$ cat config.mk
export PLATFORM = sky130hd
export DESIGN_NAME = uart_tx_arbiter
export DESIGN_NICKNAME = d
export VERILOG_FILES = /design/src/rtl/uart_tx_arbiter.sv
export SDC_FILE = /design/constraint.sdc
export NUM_CORES = 1
export LEC_CHECK = 0
export ABC_AREA = 1
export BUFFER_PORTS_ARGS = -buffer_cell sky130_fd_sc_hd__buf_2
export CORE_MARGIN = 3
export CORE_UTILIZATION = 49
export DETAILED_ROUTE_END_ITERATION = 10
export GPL_ROUTABILITY_DRIVEN = 0
export HOLD_SLACK_MARGIN = 0.08
export PLACE_DENSITY = 0.7
export SYNTH_ARGS = -nofsm -noshare
export SYNTH_HDL_FRONTEND = slang
export SYNTH_SLANG_ARGS = --single-unit
export TNS_END_PERCENT = 10
$ cat constraint.sdc
create_clock -name clk -period 1.5 [get_ports clk]
set_input_delay 0.075 -clock clk [delete_from_list [all_inputs] [get_ports clk]]
set_output_delay 0.075 -clock clk [all_outputs]
set_load 0.005 [all_outputs]
$ cat src/rtl/uart_tx_arbiter.sv
// Two-requester UART transmitter: alternating-priority arbiter feeding an 8N1 serialiser.
// Define UART_TX_PARITY_EN to insert an even-parity bit between the data bits and the stop bit.
module uart_tx_arbiter #(
    parameter int CLKS_PER_BIT = 86
) (
    input  logic       clk,
    input  logic       rstN,
    input  logic       req0,
    input  logic [7:0] data0,
    output logic       ack0,
    input  logic       req1,
    input  logic [7:0] data1,
    output logic       ack1,
    output logic       serialOutput,
    output logic [1:0] grant,
    output logic       busy
);

    localparam int CNT_W = (CLKS_PER_BIT > 1) ? $clog2(CLKS_PER_BIT) : 1;
    localparam logic [CNT_W-1:0] CNT_LAST = CNT_W'(CLKS_PER_BIT - 1);

`ifdef UART_TX_PARITY_EN
    typedef enum logic [2:0] {
        S_IDLE,
        S_START,
        S_DATA,
        S_PARITY,
        S_STOP
    } state_e;
`else
    typedef enum logic [1:0] {
        S_IDLE,
        S_START,
        S_DATA,
        S_STOP
    } state_e;
`endif

    state_e           state_q, state_d;
    logic [CNT_W-1:0] cnt_q, cnt_d;
    logic [2:0]       idx_q, idx_d;
    logic [7:0]       shift_q, shift_d;
    logic             last_q, last_d;
    logic             line_q, line_d;
    logic             ack0_q, ack0_d;
    logic             ack1_q, ack1_d;
    logic [1:0]       grant_q, grant_d;
    logic             busy_q, busy_d;

    logic             bit_end;
    logic             win;
    logic [2:0]       idx_nxt;

    assign bit_end = (cnt_q == CNT_LAST);
    assign idx_nxt = idx_q + 3'd1;
    // On a tie the requester that lost the previous acceptance wins.
    assign win     = (req0 && req1) ? ~last_q : req1;

    // State and registered outputs; reset abandons any frame in flight.
    always_ff @(posedge clk or negedge rstN) begin
        if (!rstN) begin
            state_q <= S_IDLE;
            cnt_q   <= '0;
            idx_q   <= '0;
            shift_q <= 8'h00;
            last_q  <= 1'b1;
            line_q  <= 1'b1;
            ack0_q  <= 1'b0;
            ack1_q  <= 1'b0;
            grant_q <= 2'b00;
            busy_q  <= 1'b0;
        end else begin
            state_q <= state_d;
            cnt_q   <= cnt_d;
            idx_q   <= idx_d;
            shift_q <= shift_d;
            last_q  <= last_d;
            line_q  <= line_d;
            ack0_q  <= ack0_d;
            ack1_q  <= ack1_d;
            grant_q <= grant_d;
            busy_q  <= busy_d;
        end
    end

    // Next state plus next output values, so every output leaves a flop.
    always_comb begin
        state_d = state_q;
        cnt_d   = cnt_q;
        idx_d   = idx_q;
        shift_d = shift_q;
        last_d  = last_q;
        line_d  = line_q;
        ack0_d  = 1'b0;
        ack1_d  = 1'b0;
        grant_d = grant_q;
        busy_d  = busy_q;
        case (state_q)
            S_IDLE: begin
                line_d  = 1'b1;
                busy_d  = 1'b0;
                grant_d = 2'b00;
                cnt_d   = '0;
                idx_d   = '0;
                if (req0 || req1) begin
                    state_d = S_START;
                    shift_d = win ? data1 : data0;
                    last_d  = win;
                    ack0_d  = ~win;
                    ack1_d  = win;
                    grant_d = {win, ~win};
                    line_d  = 1'b0;
                    busy_d  = 1'b1;
                end
            end
            S_START: begin
                if (bit_end) begin
                    cnt_d   = '0;
                    idx_d   = '0;
                    state_d = S_DATA;
                    line_d  = shift_q[0];
                end else begin
                    cnt_d = cnt_q + 1'b1;
                end
            end
            S_DATA: begin
                if (bit_end) begin
                    cnt_d = '0;
                    if (idx_q == 3'd7) begin
                        idx_d = '0;
`ifdef UART_TX_PARITY_EN
                        state_d = S_PARITY;
                        line_d  = ^shift_q;
`else
                        state_d = S_STOP;
                        line_d  = 1'b1;
`endif
                    end else begin
                        idx_d  = idx_nxt;
                        line_d = shift_q[idx_nxt];
                    end
                end else begin
                    cnt_d = cnt_q + 1'b1;
                end
            end
`ifdef UART_TX_PARITY_EN
            S_PARITY: begin
                if (bit_end) begin
                    cnt_d   = '0;
                    state_d = S_STOP;
                    line_d  = 1'b1;
                end else begin
                    cnt_d = cnt_q + 1'b1;
                end
            end
`endif
            S_STOP: begin
                if (bit_end) begin
                    cnt_d   = '0;
                    state_d = S_IDLE;
                    line_d  = 1'b1;
                    busy_d  = 1'b0;
                    grant_d = 2'b00;
                end else begin
                    cnt_d = cnt_q + 1'b1;
                end
            end
            default: begin
                state_d = S_IDLE;
                cnt_d   = '0;
                idx_d   = '0;
                line_d  = 1'b1;
                busy_d  = 1'b0;
                grant_d = 2'b00;
            end
        endcase
    end

    assign serialOutput = line_q;
    assign ack0         = ack0_q;
    assign ack1         = ack1_q;
    assign grant        = grant_q;
    assign busy         = busy_q;

endmodule

Word level (Yosys, flattened, before mapping)
Index checks and enable logic that the tools add are counted.
W data, S select, Z words.
{ "word_totals": {"regBits": 27, "out_inout_bits": 6, "elab_cells": 67, "input_bits": 20} }
{ "op_classes": {"n_eq_ne": 10, "muxes": 31, "n_reduce_logical": 11, "order_cmp": 1, "bitwise": 2, "addsub": 2} }
{ "ops": {"columns": ["op", "count"], "rows": [
  ["$pmux W7 S2", 1],
  ["$mux W1", 13],
  ["$mux W2", 6],
  ["$ne A2 B2 Y1 const B", 5],
  ["$mux W3", 3],
  ["$pmux W3 S3", 1],
  ["$mux W8", 1],
  ["$pmux W2 S4", 1],
  ["$add A7 B1 Y7 const B", 1],
  ["$eq A7 B7 Y1 const B", 1],
  ["$mux W7", 1],
  ["$reduce_and A3 Y1", 2],
  ["$reduce_and A5 Y1", 1],
  ["$eq A2 B2 Y1 const B", 2],
  ["$lt A3 B4 Y1 const B", 1],
  ["$pmux W1 S4", 1],
  ["$pmux W2 S2", 1],
  ["$reduce_and A2 Y1", 2],
  ["$add A3 B1 Y3 const B", 1],
  ["$bmux W1 S3", 1],
  ["$eq A3 B3 Y1 const B", 1],
  ["$reduce_bool A3 Y1", 1],
  ["$reduce_or A3 Y1", 1],
  ["$eq A2 B1 Y1 const B", 1],
  ["other kinds (6)", 7]
]} }

Longest topological paths before layout
Gate-level depths: netlist (run 1).
{ "depth": {"word_depth": 6, "mapped_depth": 10, "mapped_depth_nobuf": 10} }

Worst setup path before layout (run 1)
No wires, ideal clock.
{ "synth_path": {"path_kind": "register -> register", "start": "register state_q[0]", "end": "register state_q[0]", "synth_period_minus_slack_ns": 1.473, "required_ns": 1.373, "n_path_buf": 0, "setup_slack_ns": 0.027, "setup_time_ns": 0.127, "arrival_ns": 1.345, "path_stages_with_launch": 8, "path_cell_list": "dfrtp_1 -> inv_1 -> ha_1 -> or2_2 -> o21ai_2 -> nand2_2 -> nor2_4 -> o21ai_0"} }
{ "synth_between": {"elab_chain_cells": 3, "word_cells_on_any_way": 11, "cone_classes": "8 x eq/ne; 1 x mux; 2 x reduce/logical"} }
{ "synth_lines": {"columns": ["element", "line_no", "text"], "rows": [
  ["from (decl)", "39", "state_e state_q, state_d;"],
  ["from (signal assigned)", "73", "state_q <= state_d;"],
  ["$eq A2 B2 Y1 (tied with other cells)", "98", "case (state_q)"],
  ["$ne A2 B2 Y1 (no line)", null, null],
  ["$reduce_and A5 Y1 (no line)", null, null]
]} }
Parallel ways exist; a longest one is shown, timed or not.
A chain may end at the register's enable or synchronous reset.

Worst setup path after layout (run 1)
{ "layout_path": {"start": "register state_q[1]", "end": "register state_q[0]"} }
Same word-level chain as after synthesis.

==> results of run 1 <==
state kept, by name (all words and copies together), names as in the netlist:
register / flops
ack0: 1
ack1: 1
busy: 1
cnt_q: 7
grant: 2
idx_q: 3
last_q: 1
serialOutput: 1
shift_q: 8
state_q: 2
power by group through the flow:
stage	combinational [mW]	sequential (mW)	clock, mW
floorplan	0.0366	0.771	0
global placement	0.0797	0.775	0
detailed placement	0.0829	0.776	0
CTS	0.115	0.762	0.337
global route	0.137	0.766	0.372
finish	0.122	0.764	0.337
cell usage in the layout, fill, tap and decap left out, types with 3 or more instances in the layout:
cell	count
nor2_1	21
clkbuf_4	3
dfrtp_1	25
nand3_1	9
clkinvlp_4	3
nand2_1	46
inv_1	14
o21ai_0	16
dlygate4sd3_1	17
buf_4	8
ha_1	6
inv_2	3
buf_2	25
o21ai_1	7
what timing repair did:
item,in CTS,in global routing
pin swaps,3,5
resized for setup,8,14
setup buffers,2,2
hold buffers,16,1
endpoints found under the hold margin,33,1
gates cloned,0,1
setup endpoints to repair,5,25
cells by family after synthesis:
group | count (synthesis) | synth area share [%]
fa+ha+maj | 10 | 8.78
flops | 27 | 47.6
compound gates | 31 | 12.0
buf+inv | 19 | 5.09
xor+xnor | 2 | 1.23
simple gates | 84 | 25.3
layer usage:
metal | vias to the layer above | global-route usage [%] | share of wire (%)
li1 | 662 | - | -
met1 | 617 | 26.7 | 45
met2 | 39 | 36.3 | 50
met3 | 4 | 4.32 | 4.1
met4 | 0 | 5.06 | 1.1
met5 | - | 0 | 0
area by class of cell:
| class | instances | area, um^2 |
|---|---|---|
| Multi-Input combinational cell | 127 | 726 |
| Fill cell | 200 | 696 |
| Sequential cell | 27 | 678 |
| Timing Repair Buffer | 51 | 367 |
| Inverter | 18 | 71.3 |
| Tap cell | 30 | 37.5 |
| Clock buffer | 3 | 22.5 |
| Clock inverter | 1 | 7.51 |
| Timing Repair inverter | 1 | 7.51 |
worst paths after layout:
path,start,to,slack [ns],cells after the start
min reg2reg,last_q,last_q,0.47,2
min,req1,serialOutput,0.18,6
min in group asynchronous,rstN,cnt_q[4],0.25,2
max,state_q[1],state_q[0],-0.05,8
max in group asynchronous,rstN,cnt_q[1],0.85,2
max reg2reg,state_q[1],state_q[0],-0.05,8
worst max-delay path, cell delays in order, from the launching register on:
cell and delay, ns:
dfrtp_1 0.43, inv_2 0.08, ha_2 0.19, or2_4 0.27, o21ai_4 0.17, nand2_2 0.10
nor2_4 0.12, nand2_1 0.05, o21ai_0 0.07
==> flow_metrics.tcl, run 1 <==
set metrics [dict create \
    syn_avg_cell_area_um2 8.24 \
    placed_area_mm2 0.00162 \
    crit_required_ns 1.76 \
    start_util_pct 54.5 \
    synth_fp_nets 203 \
    top_level_ports 26 \
    rsz0062_at_grt "yes" \
    avgRoutedWirePerCell_um 13.4 \
    dp_slack_ns -0.0545 \
    synth_seq_cells 27 \
    skew_ns 0.00342 \
    drcViolationCount 0 \
    sw_frac_of_total_pct 25.1 \
    port_buffers 25 \
    comb_power_share_pct 10.0 \
    area_growth_pct 34.5 \
    fp.dieH_um 59.9 \
    drt_iter0_drc 49 \
    violations "negative setup slack" \
    async_flop_share_pct 100 \
    synth.cells.most_frequent "nand2_1, dfrtp_1, o21ai_0" \
    synth_edf_count 0 \
    clk_pin_slew_worst_paths_ns 0.16 \
    whs_ns 0.181 \
    endpoint_kind "register" \
    cp-start-kind "register" \
    worst_slack_ns -0.0481 \
    cts_max_path_buffers 2 \
    cts_made_buffers 3 \
    power.total_mw 1.22 \
    yosysSeqAreaShare_pct 47.6 \
    p_switching_mw 0.307 \
    grt_pass1_vias 1294 \
    max_slew_margin_pct 60.1 \
    crit_type "reg2reg" \
    cts_max_level 1 \
    die_w_um 59.9 \
    maxCapViolCount 0 \
    synth_cell_types 23 \
    synth.most_common_cell "nand2_1" \
    rows 18 \
    pwr-share-clk_pct 27.5 \
    grt_max_degree 28 \
    yosysWarningCount 0 \
    insertion_delay_ns 0.33 \
    arrival_ns 1.81 \
    cp_max_fo 4 \
    die_area_mm2 0.00359 \
    syn-cell-area_mm2 0.00143 \
    core_mm2 0.00261 \
    final_cell_count_no_fill 258 \
    yosysTopAreaCell "dfrtp_1" \
    fmax_ghz 0.646 \
    yosysTopAreaCellShare_pct 43.9 \
    post-route-period-util_pct 103 \
    power.leakage_nw 0.946 \
    diodes 0 \
    syn_inst 173 \
    clockRootBuffer "clkbuf_4" \
    cts_tree "built" \
    nNetsFinal 259 \
    vias 1322 \
    drtAntennaViolNets 0 \
    ir_drop_v 0.000697 \
    ys.flop_type "dfrtp_1" \
    internal_power_mw 0.915 \
    ys_top_cells_by_area "dfrtp_1, nand2_1, ha_1" \
    setup_tns_ns -0.0909 \
    wl_um 3460 \
    hold_viol 0 \
    final_util_pct 73.4 \
    drt-pass1-iter-count 4 \
    grt_usage_pct 21.0 \
    setup_viol 2 \
    status "finished, violations left" \
    report.final.slew_viol_count 0 \
    dpl.cell_count 232 \
    grt_pass1_wl_um 5670 \
    tightest_slew_ns 0.599 \
    holdCritPathClass "in2reg" \
    fin_crit_ns 1.55 \
    antenna_found_initial 0 \
    stdcell_area_mm2 0.00192 \
    overflow 0 \
    viasPerCell 5.12 \
    cts.sinks 27 \
    p_per_area_mw_per_mm2 638 \
    hpwlAfterDp_um 2170 \
    pwr-share-seq_pct 62.5 \
    final_layout_size_suffix_gt1_share_pct 26.3 \
]
(Power assumes the default switching activity.)
==> inputs of run 2 (changes only) <==
Settings changed: CTS_CLUSTER_DIAMETER set to 120, GPL_TIMING_DRIVEN set to 0.
==> run 2 against run 1 <==
  * The flow now finishes without violations
  * Global-route usage fell by 0.51 points
  * Sequential power barely moved
  * Critical path depth did not move
  * Non-clock buffer count fell by 4
  * Combinational power barely moved
  * Design area fell by 3.7%
  * First-iteration DRC count rose by 90%
  * Wire length fell by 8.4%
  * Clock power fell by 4%
  * Critical path type unchanged
  * Highest routed layer unchanged
==> flow_metrics.tcl, run 2 (synthesis results as in run 1) <==
set metrics [dict create \
    hpwlAfterDp_um 2020 \
    layout_common_cells "nand2_1, buf_2, dfrtp_1, o21ai_0, nor2_1" \
    cts.sinks 27 \
    p_per_area_mw_per_mm2 651 \
    skew_ns 0.00242 \
    status "complete, no violations" \
    reg_top3 "shift_q x8, cnt_q x7, idx_q x3" \
    max_stage_delay_ns 0.48 \
    stdcell_area_mm2 0.00185 \
    die_area_mm2 0.00359 \
    cp_slowest_cell "dfrtp_1" \
    port_buffers 25 \
    endpoint_kind "register" \
    ir_drop_v 0.000646 \
    arrival_ns 1.78 \
    avgRoutedWirePerCell_um 12.5 \
    fmax_ghz 0.672 \
    holdCritPathClass "in2reg" \
    final_layout_size_suffix_gt1_share_pct 23.3 \
    cp_max_fo 7 \
    diodes 0 \
    cts_max_path_buffers 2 \
    fillers 200 \
    regToRegSetupSlack_ns 0.01 \
    cts_made_buffers 3 \
    rsz0062_at_grt "yes" \
    hold_viol 0 \
    final_common_cell "nand2_1" \
    overflow 0 \
    timing.rr.start "idx_q[0]" \
    final_cell_count_no_fill 253 \
    core_mm2 0.00261 \
    drtAntennaViolNets 0 \
    cts_max_level 1 \
    min_from "req1" \
    start_util_pct 54.5 \
    max_slew_margin_pct 60.2 \
    cts_tree "built" \
    vias 1245 \
    drt_iter0_drc 93 \
    wl_um 3170 \
    maxCapViolCount 0 \
    whs_path_depth 3 \
    power.total_mw 1.20 \
    rows 18 \
    top_level_ports 26 \
    antenna_found_initial 0 \
    grt_pass1_vias 1275 \
    crit_type "reg2reg" \
    die_w_um 59.9 \
    reg2reg_to "serialOutput" \
    setup_viol 0 \
    largest_reg_flops 8 \
    crit_top_cell "nand2_1" \
    grt_max_degree 28 \
    whs_ns 0.191 \
    fin_crit_ns 1.49 \
    insertion_delay_ns 0.33 \
    placed_area_mm2 0.00159 \
    crit_start "idx_q[0]" \
    power.leakage_nw 0.925 \
    grt_usage_pct 20.5 \
    rr_worst_depth 8 \
    dpl.cell_count 228 \
    holdPathEnd "ack1" \
    worstPathCellList "ha_1, ha_1, nand3b_1, nand3_1, nand2_1, nand2_1, nand2_1, nand2_1" \
    viasPerCell 4.92 \
    drcViolationCount 0 \
    nNetsFinal 254 \
    area_growth_pct 29.6 \
    clockRootBuffer "clkbuf_4" \
    fp.dieH_um 59.9 \
    report.final.slew_viol_count 0 \
    top_register "shift_q" \
    cp-start-kind "register" \
    tightest_slew_ns 0.597 \
    crit_required_ns 1.79 \
    post-route-period-util_pct 99.1 \
    drt-pass1-iter-count 4 \
    setup_tns_ns 0 \
    grt_pass1_wl_um 5460 \
    clk_pin_slew_worst_paths_ns 0.15 \
]
run 2: changes by cell type in the layout (fill, tap and decap cells not counted), moves of 2 or more:
cell,previous run,this run
o21ai_1,7,3
buf_4,8,4
ha_1,6,8
clkinvlp_4,3,0
o21ai_0,16,21
run 2: area by class of cell:
| class | instances | area, um^2 | share of cell area, % |
|---|---|---|---|
| Multi-Input combinational cell | 127 | 702 | 38.0 |
| Sequential cell | 27 | 679 | 36.8 |
| Timing Repair Buffer | 46 | 325 | 17.6 |
| Inverter | 18 | 67.6 | 3.66 |
| Tap cell | 30 | 37.5 | 2.03 |
| Clock buffer | 3 | 22.5 | 1.22 |
| Buffer | 1 | 7.51 | 0.407 |
| Clock inverter | 1 | 5.00 | 0.271 |
run 2: per-layer routing:
metal	up-vias	GRT usage, %	part of all wire [%]
met5	-	0	0
li1	657	-	-
met4	0	7.59	0.98
met1	555	25.3	46
met3	4	3.24	4.3
met2	29	35.6	49
run 2: power breakdown:
| part | switching, mW | internal [mW] |
|---|---|---|
| Combinational | 0.0559 | 0.0631 |
| Sequential | 0.0126 | 0.749 |
| Clock | 0.222 | 0.100 |
run 2: worst max-delay path, delay by kind of cell, from the launching register on:
kind | cells | cell delay (ns)
flops | 1 | 0.48
fa+ha+maj | 2 | 0.54
simple gates | 6 | 0.43
run 2: worst max-delay path by stage:
stage | end | slack [ns] | cells past startpoint
CTS | state_q[0] | -0.005 | 6
global route | state_q[0] | -0.12 | 8
finish | serialOutput | 0.01 | 8
detailed placement | shift_q[5] | -0.10 | 8
global placement | state_q[0] | -0.06 | 7
floorplan | state_q[0] | 0.03 | 7
run 2: metrics by stage:
step	utilization, %	worst slack (ns)
2_1_floorplan	-	0.0274
3_3_place_gp	60.8	-0.0568
3_5_place_dp	60.8	-0.101
4_1_cts	69.7	-0.00472
5_1_grt	70.7	-0.122
6_report	70.7	0.0128
run 2: repair_timing:
item / in CTS / in global routing
hold buffers: 17 / 0
resized for setup: 4 / 8
setup endpoints to repair: 16 / 20
buffers inserted: 4 / 0
hold endpoints to repair: 33 / 0
pin swaps: 1 / 0
